<file path="config.mk">
export PLATFORM = sky130hd
export DESIGN_NAME = eth_tx_arb_flat
export DESIGN_NICKNAME = d
export VERILOG_FILES = /design/src/rtl/eth_tx_arb_if.sv /design/src/rtl/eth_tx_arb.sv /design/src/flat_wrapper.sv
export SDC_FILE = /design/constraint.sdc
export NUM_CORES = 1
export LEC_CHECK = 0
export CAP_MARGIN = 10
export CORE_ASPECT_RATIO = 0.6
export CORE_MARGIN = 2
export CORE_UTILIZATION = 34
export CTS_BUF_LIST = sky130_fd_sc_hd__clkbuf_4
export DETAILED_ROUTE_END_ITERATION = 10
export PLACE_DENSITY = 0.88
export SYNTH_ARGS = -nofsm -noshare
export SYNTH_HDL_FRONTEND = slang
export SYNTH_SLANG_ARGS = --single-unit
</file>
<file path="constraint.sdc">
create_clock -name clk156 -period 2.24 [get_ports clk156]
set_input_delay 0.448 -clock clk156 [delete_from_list [all_inputs] [get_ports clk156]]
set_output_delay 0.448 -clock clk156 [all_outputs]
set_load 0.05 [all_outputs]
</file>
<file path="src/rtl/eth_tx_arb_if.sv">
// 64-bit AXI-Stream beat bundle used on both arbiter inputs and the merged MAC-side output.
// master drives the beat and samples tready; slave samples the beat and drives tready.
interface eth_tx_arb_if;
  logic        tvalid;
  logic        tready;
  logic [63:0] tdata;
  logic [7:0]  tkeep;
  logic        tlast;
  logic        tuser;

  modport master (output tvalid, tdata, tkeep, tlast, tuser, input tready);
  modport slave  (input tvalid, tdata, tkeep, tlast, tuser, output tready);
endinterface

</file>
<file path="src/rtl/eth_tx_arb.sv">
// Two-port packet arbiter onto the 10G MAC stream: one idle arbitration cycle, then a zero-latency pass-through.
// The granted port sees m_axis tready directly; the other port is held off until tlast transfers.
module eth_tx_arb #(
  parameter int unsigned RR_EN = 1,
  parameter int unsigned CNT_W = 32
) (
  input  logic             clk156,
  input  logic             sys_rst,
  eth_tx_arb_if.slave      s0_axis,
  eth_tx_arb_if.slave      s1_axis,
  eth_tx_arb_if.master     m_axis,
  output logic [CNT_W-1:0] pkt_cnt0,
  output logic [CNT_W-1:0] pkt_cnt1,
  output logic             busy
);

  typedef enum logic [1:0] {
    ARB_IDLE = 2'd0,
    ARB_P0   = 2'd1,
    ARB_P1   = 2'd2
  } arb_state_t;

  arb_state_t state;
  logic       last_grant;
  logic       p0_done;
  logic       p1_done;

  assign p0_done = (state == ARB_P0) && s0_axis.tvalid && m_axis.tready && s0_axis.tlast;
  assign p1_done = (state == ARB_P1) && s1_axis.tvalid && m_axis.tready && s1_axis.tlast;

  // The grant is only ever changed from IDLE, so a packet is never split by the other port.
  always_ff @(posedge clk156) begin
    if (sys_rst) begin
      state      <= ARB_IDLE;
      busy       <= 1'b0;
      last_grant <= 1'b1;
      pkt_cnt0   <= '0;
      pkt_cnt1   <= '0;
    end else begin
      case (state)
        ARB_IDLE: begin
          if (s0_axis.tvalid && s1_axis.tvalid) begin
            busy <= 1'b1;
            if ((RR_EN != 0) && !last_grant) begin
              state <= ARB_P1;
            end else begin
              state <= ARB_P0;
            end
          end else if (s0_axis.tvalid) begin
            state <= ARB_P0;
            busy  <= 1'b1;
          end else if (s1_axis.tvalid) begin
            state <= ARB_P1;
            busy  <= 1'b1;
          end
        end
        ARB_P0: begin
          if (p0_done) begin
            state      <= ARB_IDLE;
            busy       <= 1'b0;
            last_grant <= 1'b0;
            pkt_cnt0   <= pkt_cnt0 + CNT_W'(1);
          end
        end
        ARB_P1: begin
          if (p1_done) begin
            state      <= ARB_IDLE;
            busy       <= 1'b0;
            last_grant <= 1'b1;
            pkt_cnt1   <= pkt_cnt1 + CNT_W'(1);
          end
        end
        default: begin
          state <= ARB_IDLE;
          busy  <= 1'b0;
        end
      endcase
    end
  end

  always_comb begin
    m_axis.tvalid  = 1'b0;
    m_axis.tdata   = '0;
    m_axis.tkeep   = '0;
    m_axis.tlast   = 1'b0;
    m_axis.tuser   = 1'b0;
    s0_axis.tready = 1'b0;
    s1_axis.tready = 1'b0;
    case (state)
      ARB_P0: begin
        m_axis.tvalid  = s0_axis.tvalid;
        m_axis.tdata   = s0_axis.tdata;
        m_axis.tkeep   = s0_axis.tkeep;
        m_axis.tlast   = s0_axis.tlast;
        m_axis.tuser   = s0_axis.tuser;
        s0_axis.tready = m_axis.tready;
      end
      ARB_P1: begin
        m_axis.tvalid  = s1_axis.tvalid;
        m_axis.tdata   = s1_axis.tdata;
        m_axis.tkeep   = s1_axis.tkeep;
        m_axis.tlast   = s1_axis.tlast;
        m_axis.tuser   = s1_axis.tuser;
        s1_axis.tready = m_axis.tready;
      end
      default: begin
      end
    endcase
  end

endmodule

</file>
<file path="src/flat_wrapper.sv">
// flat-port wrapper written by rule: the top's interface ports become plain ports
module eth_tx_arb_flat 
#(
  parameter int unsigned RR_EN = 1,
  parameter int unsigned CNT_W = 32
)
  (clk156, sys_rst, pkt_cnt0, pkt_cnt1, busy, s0_axis_tvalid, s0_axis_tdata, s0_axis_tkeep, s0_axis_tlast, s0_axis_tuser, s0_axis_tready, s1_axis_tvalid, s1_axis_tdata, s1_axis_tkeep, s1_axis_tlast, s1_axis_tuser, s1_axis_tready, m_axis_tvalid, m_axis_tdata, m_axis_tkeep, m_axis_tlast, m_axis_tuser, m_axis_tready);
  eth_tx_arb_if s0_axis_i ();
  eth_tx_arb_if s1_axis_i ();
  eth_tx_arb_if m_axis_i ();
  input  logic clk156;
  input  logic sys_rst;
  output logic [CNT_W-1:0] pkt_cnt0;
  output logic [CNT_W-1:0] pkt_cnt1;
  output logic busy;
  input wire logic [$bits(s0_axis_i.tvalid)-1:0] s0_axis_tvalid;
  input wire logic [$bits(s0_axis_i.tdata)-1:0] s0_axis_tdata;
  input wire logic [$bits(s0_axis_i.tkeep)-1:0] s0_axis_tkeep;
  input wire logic [$bits(s0_axis_i.tlast)-1:0] s0_axis_tlast;
  input wire logic [$bits(s0_axis_i.tuser)-1:0] s0_axis_tuser;
  output wire logic [$bits(s0_axis_i.tready)-1:0] s0_axis_tready;
  input wire logic [$bits(s1_axis_i.tvalid)-1:0] s1_axis_tvalid;
  input wire logic [$bits(s1_axis_i.tdata)-1:0] s1_axis_tdata;
  input wire logic [$bits(s1_axis_i.tkeep)-1:0] s1_axis_tkeep;
  input wire logic [$bits(s1_axis_i.tlast)-1:0] s1_axis_tlast;
  input wire logic [$bits(s1_axis_i.tuser)-1:0] s1_axis_tuser;
  output wire logic [$bits(s1_axis_i.tready)-1:0] s1_axis_tready;
  output wire logic [$bits(m_axis_i.tvalid)-1:0] m_axis_tvalid;
  output wire logic [$bits(m_axis_i.tdata)-1:0] m_axis_tdata;
  output wire logic [$bits(m_axis_i.tkeep)-1:0] m_axis_tkeep;
  output wire logic [$bits(m_axis_i.tlast)-1:0] m_axis_tlast;
  output wire logic [$bits(m_axis_i.tuser)-1:0] m_axis_tuser;
  input wire logic [$bits(m_axis_i.tready)-1:0] m_axis_tready;
  assign s0_axis_i.tvalid = s0_axis_tvalid;
  assign s0_axis_i.tdata = s0_axis_tdata;
  assign s0_axis_i.tkeep = s0_axis_tkeep;
  assign s0_axis_i.tlast = s0_axis_tlast;
  assign s0_axis_i.tuser = s0_axis_tuser;
  assign s0_axis_tready = s0_axis_i.tready;
  assign s1_axis_i.tvalid = s1_axis_tvalid;
  assign s1_axis_i.tdata = s1_axis_tdata;
  assign s1_axis_i.tkeep = s1_axis_tkeep;
  assign s1_axis_i.tlast = s1_axis_tlast;
  assign s1_axis_i.tuser = s1_axis_tuser;
  assign s1_axis_tready = s1_axis_i.tready;
  assign m_axis_tvalid = m_axis_i.tvalid;
  assign m_axis_tdata = m_axis_i.tdata;
  assign m_axis_tkeep = m_axis_i.tkeep;
  assign m_axis_tlast = m_axis_i.tlast;
  assign m_axis_tuser = m_axis_i.tuser;
  assign m_axis_i.tready = m_axis_tready;
  eth_tx_arb #(.RR_EN(RR_EN), .CNT_W(CNT_W)) u_core (.clk156(clk156), .sys_rst(sys_rst), .s0_axis(s0_axis_i), .s1_axis(s1_axis_i), .m_axis(m_axis_i), .pkt_cnt0(pkt_cnt0), .pkt_cnt1(pkt_cnt1), .busy(busy));
endmodule
</file>
After elaboration in Yosys (flattened, before gate mapping)
Index checks and enable logic that the tools add are counted.
{ "totals": {"latchBits": 0, "output_inout_bits": 142, "register_bits": 68, "ramBits": 0, "romBits": 0, "mem_count": 0} }
{ "classes": {"n_addsub": 2, "mux": 22, "n_reduce_logical": 13, "n_bitwise": 0, "n_eq_ne": 5, "mul": 0, "shifts": 0, "div_mod_pow": 0, "order_cmp": 0} }
{ "ops": {"columns": ["cell", "n"], "rows": [
  ["64-bit one-hot mux with 2 select lines", 1],
  ["32-bit by 1-bit adder with 32-bit output (second input constant)", 2],
  ["8-bit one-hot mux with 2 select lines", 1],
  ["2-bit 2-to-1 mux", 6],
  ["1-bit 2-to-1 mux", 8],
  ["1-bit one-hot mux with 2 select lines", 4],
  ["1-bit logical AND", 7],
  ["2-bit one-hot mux with 3 select lines", 1],
  ["3-bit AND reduction", 2],
  ["2-bit by 1-bit != test with 1-bit output (second input constant)", 2],
  ["4-bit by 3-bit != test with 1-bit output (second input constant)", 1],
  ["2-bit AND reduction", 2],
  ["1-bit one-hot mux with 3 select lines", 1],
  ["2-bit by 1-bit equality test with 1-bit output (second input constant)", 1],
  ["2-bit equality test (second input constant)", 1],
  ["2-bit logical NOT", 1],
  ["2-bit nonzero test", 1]
]} }

Logic depth before layout (Yosys ltp)
{ "logic_depth": {"depth_word": 6, "mapped_depth": 9} }

Worst setup path before layout
Ideal clock, no wire load.
{ "synth_path": {"path_type": "reg-to-output", "start": "register u_core.state[1]", "end": "output port m_axis_tdata[39]", "path_stages_with_launch": 8, "slack_ns": -0.303, "arrival_time_ns": 2.095, "required_time_ns": 1.792, "cell_sequence": "dfxtp_1 inv_1 ha_1 clkbuf_1 clkbuf_1 buf_1 a22oi_1 nor2b_1"} }
{ "synth_between": {"elab_chain_cells": 2, "word_cells_on_any_way": 3, "classes_between": "eq/ne (2); mux (1)"} }
{ "synth_lines": {"columns": ["item", "line_no", "rtl"], "rows": [
  ["start, declared", "eth_tx_arb.sv:23", "arb_state_t state;"],
  ["start signal, assigned", "eth_tx_arb.sv:34", "state <= ARB_IDLE;"],
  ["start signal, assigned", "eth_tx_arb.sv:45", "state <= ARB_P1;"],
  ["start signal, assigned", "eth_tx_arb.sv:47", "state <= ARB_P0;"],
  ["2-bit equality test / 2-bit by 1-bit equality test with 1-bit output (equally long branches)", "eth_tx_arb.sv:89", "case (state)"],
  ["64-bit one-hot mux with 2 select lines (*)", "eth_tx_arb.sv:89", null],
  ["end, declared", "flat_wrapper.sv:29", "output wire logic [$bits(m_axis_i.tdata)-1:0] m_axis_tdata;"]
]} }
Mark *: on every way between the ends. The rest lies on a longest branch, timed or not.

Worst setup path after layout
{ "layout_path": {"start": "register u_core.state[0]", "end": "output port m_axis_tdata[49]"} }
The elaborated chain is that of the path after synthesis.

==> metrics.md <==
| Metric | Value |
|---|---|
| Status | finished with violations |
| DR WL/cell | 24.8 um |
| P_leak | 3.78 nW |
| Worst-path fanout max | 5 |
| Non-Filler Instances | 1105 |
| First-pass GRT wire length | 36.7 mm |
| Most frequent cell on the critical path | buf_12 |
| Hold Slack | 0.503 ns |
| Max-slew violation count | 0 |
| Leading area contributor after synthesis | dfxtp_1 |
| Post-Syn Nets | 741 |
| Starting Density | 0.351 |
| Crit share post-route | 1.09 |
| Number of synthesized flops with an enable pin | 0 |
| CTS HTree Levels | 3 |
| Mapped Area | 4560 sq um |
| RSZ-0062 raised after global routing | yes |
| Initial drt markers | 484 |
| DIE HEIGHT | 93.7 um |
| Port bufs | 294 |
| Sw Pwr | 0.00299 W |
| Gr ovfl total | 0 |
| Time the worst path needs with I/O delays and setup | 2.44 ns |
| Share of cells above drive strength 1 | 0.430 |
| CP required | 1.79 ns |
| Synth area leaders | dfxtp_1, a22oi_1, nor2b_1 |
| # setup viols final | 97 |
| Initial antenna violation count | 0 |
| Number of global-route vias before repair | 6443 |
| Most frequent cells in the layout | clkdlybuf4s50_1, buf_12, a22oi_2, nor2b_4, dfxtp_1 |
| Syn_area_per_cell | 7.82 sq um |
| Number of distinct library cells after synthesis | 41 |
| Internal power | 0.00434 W |
| Worst Max-Slew Pin Slew | 0.636 ns |
| Post-route ant nets | 0 |
| Clock sinks | 68 |
| Area share of the largest cell type after synthesis | 0.299 |
| Peak VDD IR | 0.000403 V |
| Power Density | 681 nW/um^2 |
| Crit Path Category | register to output port |
| Vias | 6638 |
| Violated checks | setup timing |
| Net Sw Frac | 0.408 |
| I/O pin total | 295 |
| Die span in x | 153 um |
| Final Worst Setup Slack | -0.197 ns |
| Final HPWL from detailed placement | 15.7 mm |
| #FFs+latches synth | 68 |
| Core area | 13000 sq um |
| Register area share after synthesis | 0.299 |
| FP Rows | 32 |
| Total Routed Length | 27.5 mm |
| Yosys warning total | 0 |
| Crit end category | output port |
| Async SR Flop Fraction | 0 |
| DP Cell Count | 1047 |
| Synthesis-to-layout area growth | 136% |
| Critical Path Source Type | register |
| Max incr delay on CP | 0.40 ns |
| CTS max path bufs | 2 |
| Die area | 14400 sq um |
| Clk_skew | 0.0312 ns |
| Pin count of the biggest net entering global routing | 35 |
| Fillcell total | 672 |
| Cells after Synth | 583 |
| Residual DRC | 0 |
| CTS buffer count | 9 |
| Worst-path clk slew | 0.13 ns |
| Nets | 1088 |
| Total track usage | 0.328 |
| Max_slew headroom | 0.576 |
| Drt first pass iters | 5 |
| Achievable Freq | 410 MHz |
| Type of the worst min-delay path | input port to register |
| Most common flop cell mapped by yosys | dfxtp_1 |
| Share of power burned in registers | 0.174 |
| Most common cell after layout, fill and taps aside | clkdlybuf4s50_1 |
| WP data arrival | 1.99 ns |
| CTS root buf | clkbuf_4 |
| Routability cong. | 0.857 |
| Crit-path cells | inv_4 > ha_4 > buf_12 > buf_16 > a22oi_2 > nor2b_4 > buf_12 |
| Cts hold-fix bufs | 0 |
| Final hold vios | 0 |
| TritonCTS clock tree | done |
| Clk pwr share | 0.098 |
| MaxCap Viol Count | 0 |
| Skew-Pair Late Insertion Delay | 0.44 ns |
| Comb pwr share | 0.728 |
| CP max-delay cell | dfxtp_4 |
| Vias per inst | 6.01 |
-- registers in the layout, indices dropped and copies added, names as in the netlist --
name / flops
u_core.busy: 1
u_core.last_grant: 1
u_core.pkt_cnt0: 32
u_core.pkt_cnt1: 32
u_core.state: 2
-- cells by family (layout without fill, tap and decap cells) --
family / after synthesis / in the layout / share of synthesized area
simple gates: 270 / 270 / 0.354
compound gates: 158 / 158 / 0.231
flops: 68 / 68 / 0.299
buf+inv: 57 / 408 / 0.0497
xor+xnor: 15 / 15 / 0.0288
mux: 10 / 10 / 0.0244
fa+ha+maj: 5 / 5 / 0.0137
other cells: 0 / 1 / 0
-- synthesized netlist by cell type (12+ instances only) --
cell	number
o21ai_0	12
nor2_1	26
o31ai_1	26
a22oi_1	75
a21oi_1	42
nand4_1	23
nand2_1	30
dfxtp_1	68
nand3_1	22
nor2b_1	83
or4_1	28
clkbuf_1	34
or3_1	12
-- layer usage --
| layer | global-route usage | share of wire |
|---|---|---|
| met1 | 0.388 | 0.38 |
| met2 | 0.549 | 0.49 |
| met3 | 0.101 | 0.084 |
| met4 | 0.154 | 0.042 |
| met5 | 0 | 0 |
-- critical path, delay by kind of cell (launching register included) --
family / cells / cell delay, ns
DFF: 1 / 0.40
adders and majority gates: 1 / 0.19
buffers and inverters: 4 / 0.52
and+or+nand+nor: 1 / 0.10
AOI/OAI and AO/OA: 1 / 0.32
-- power by group through the flow --
stage / clock (W) / combinational [W] / sequential [W]
CTS: 0.000705 / 0.00465 / 0.00127
floorplan: 0 / 0.00194 / 0.00131
global placement: 0 / 0.00343 / 0.00128
finish: 0.000719 / 0.00534 / 0.00128
detailed placement: 0 / 0.00348 / 0.00128
global route: 0.000774 / 0.00544 / 0.00128
-- layout make-up --
cell class	count	area [sq um]	area share
repair buffers	383	4940	0.458
multi-input cells	458	4100	0.380
flip-flops and latches	68	1380	0.128
well taps	170	213	0.0197
clock buffers	12	90.1	0.00836
inverters	10	42.5	0.00395
clock inverters	3	15.0	0.00139
diodes	1	2.50	0.000232
-- worst paths after layout --
kind / slack [ns] / start / depth (start not counted) / end
hold reg to reg: 0.51 / u_core.pkt_cnt1[15]$_SDFFE_PP0P_ / 2 / u_core.pkt_cnt1[15]$_SDFFE_PP0P_
hold / removal: 0.50 / sys_rst / 2 / u_core.pkt_cnt0[2]$_SDFFE_PP0P_
setup reg to reg: -0.18 / u_core.state[0]$_SDFFE_PP0P_ / 9 / u_core.pkt_cnt1[17]$_SDFFE_PP0P_
setup / recovery: -0.20 / u_core.state[0]$_SDFFE_PP0P_ / 7 / m_axis_tdata[49]
-- what timing repair did --
action,CTS,global route
gates cloned,10,9
setup buffers,12,12
pin swaps,36,51
resized for setup,130,89
setup endpoints to repair,84,117
-- metrics by stage --
step / setup TNS, ns / utilization / cell area, sq um / power [W] / worst slack (ns)
detailed placement: -10.70 / 0.697 / 9050 / 0.00476 / -0.373
floorplan: -0.0622 / - / 4900 / 0.00324 / -0.0622
CTS: -2.46 / 0.781 / 10100 / 0.00662 / -0.0720
global route: -12.08 / 0.831 / 10800 / 0.00749 / -0.218
finish: -7.38 / 0.831 / 10800 / 0.00734 / -0.197
global placement: -7.56 / 0.697 / 9050 / 0.00471 / -0.295
Note: power is estimated with default switching activity, not from simulation.
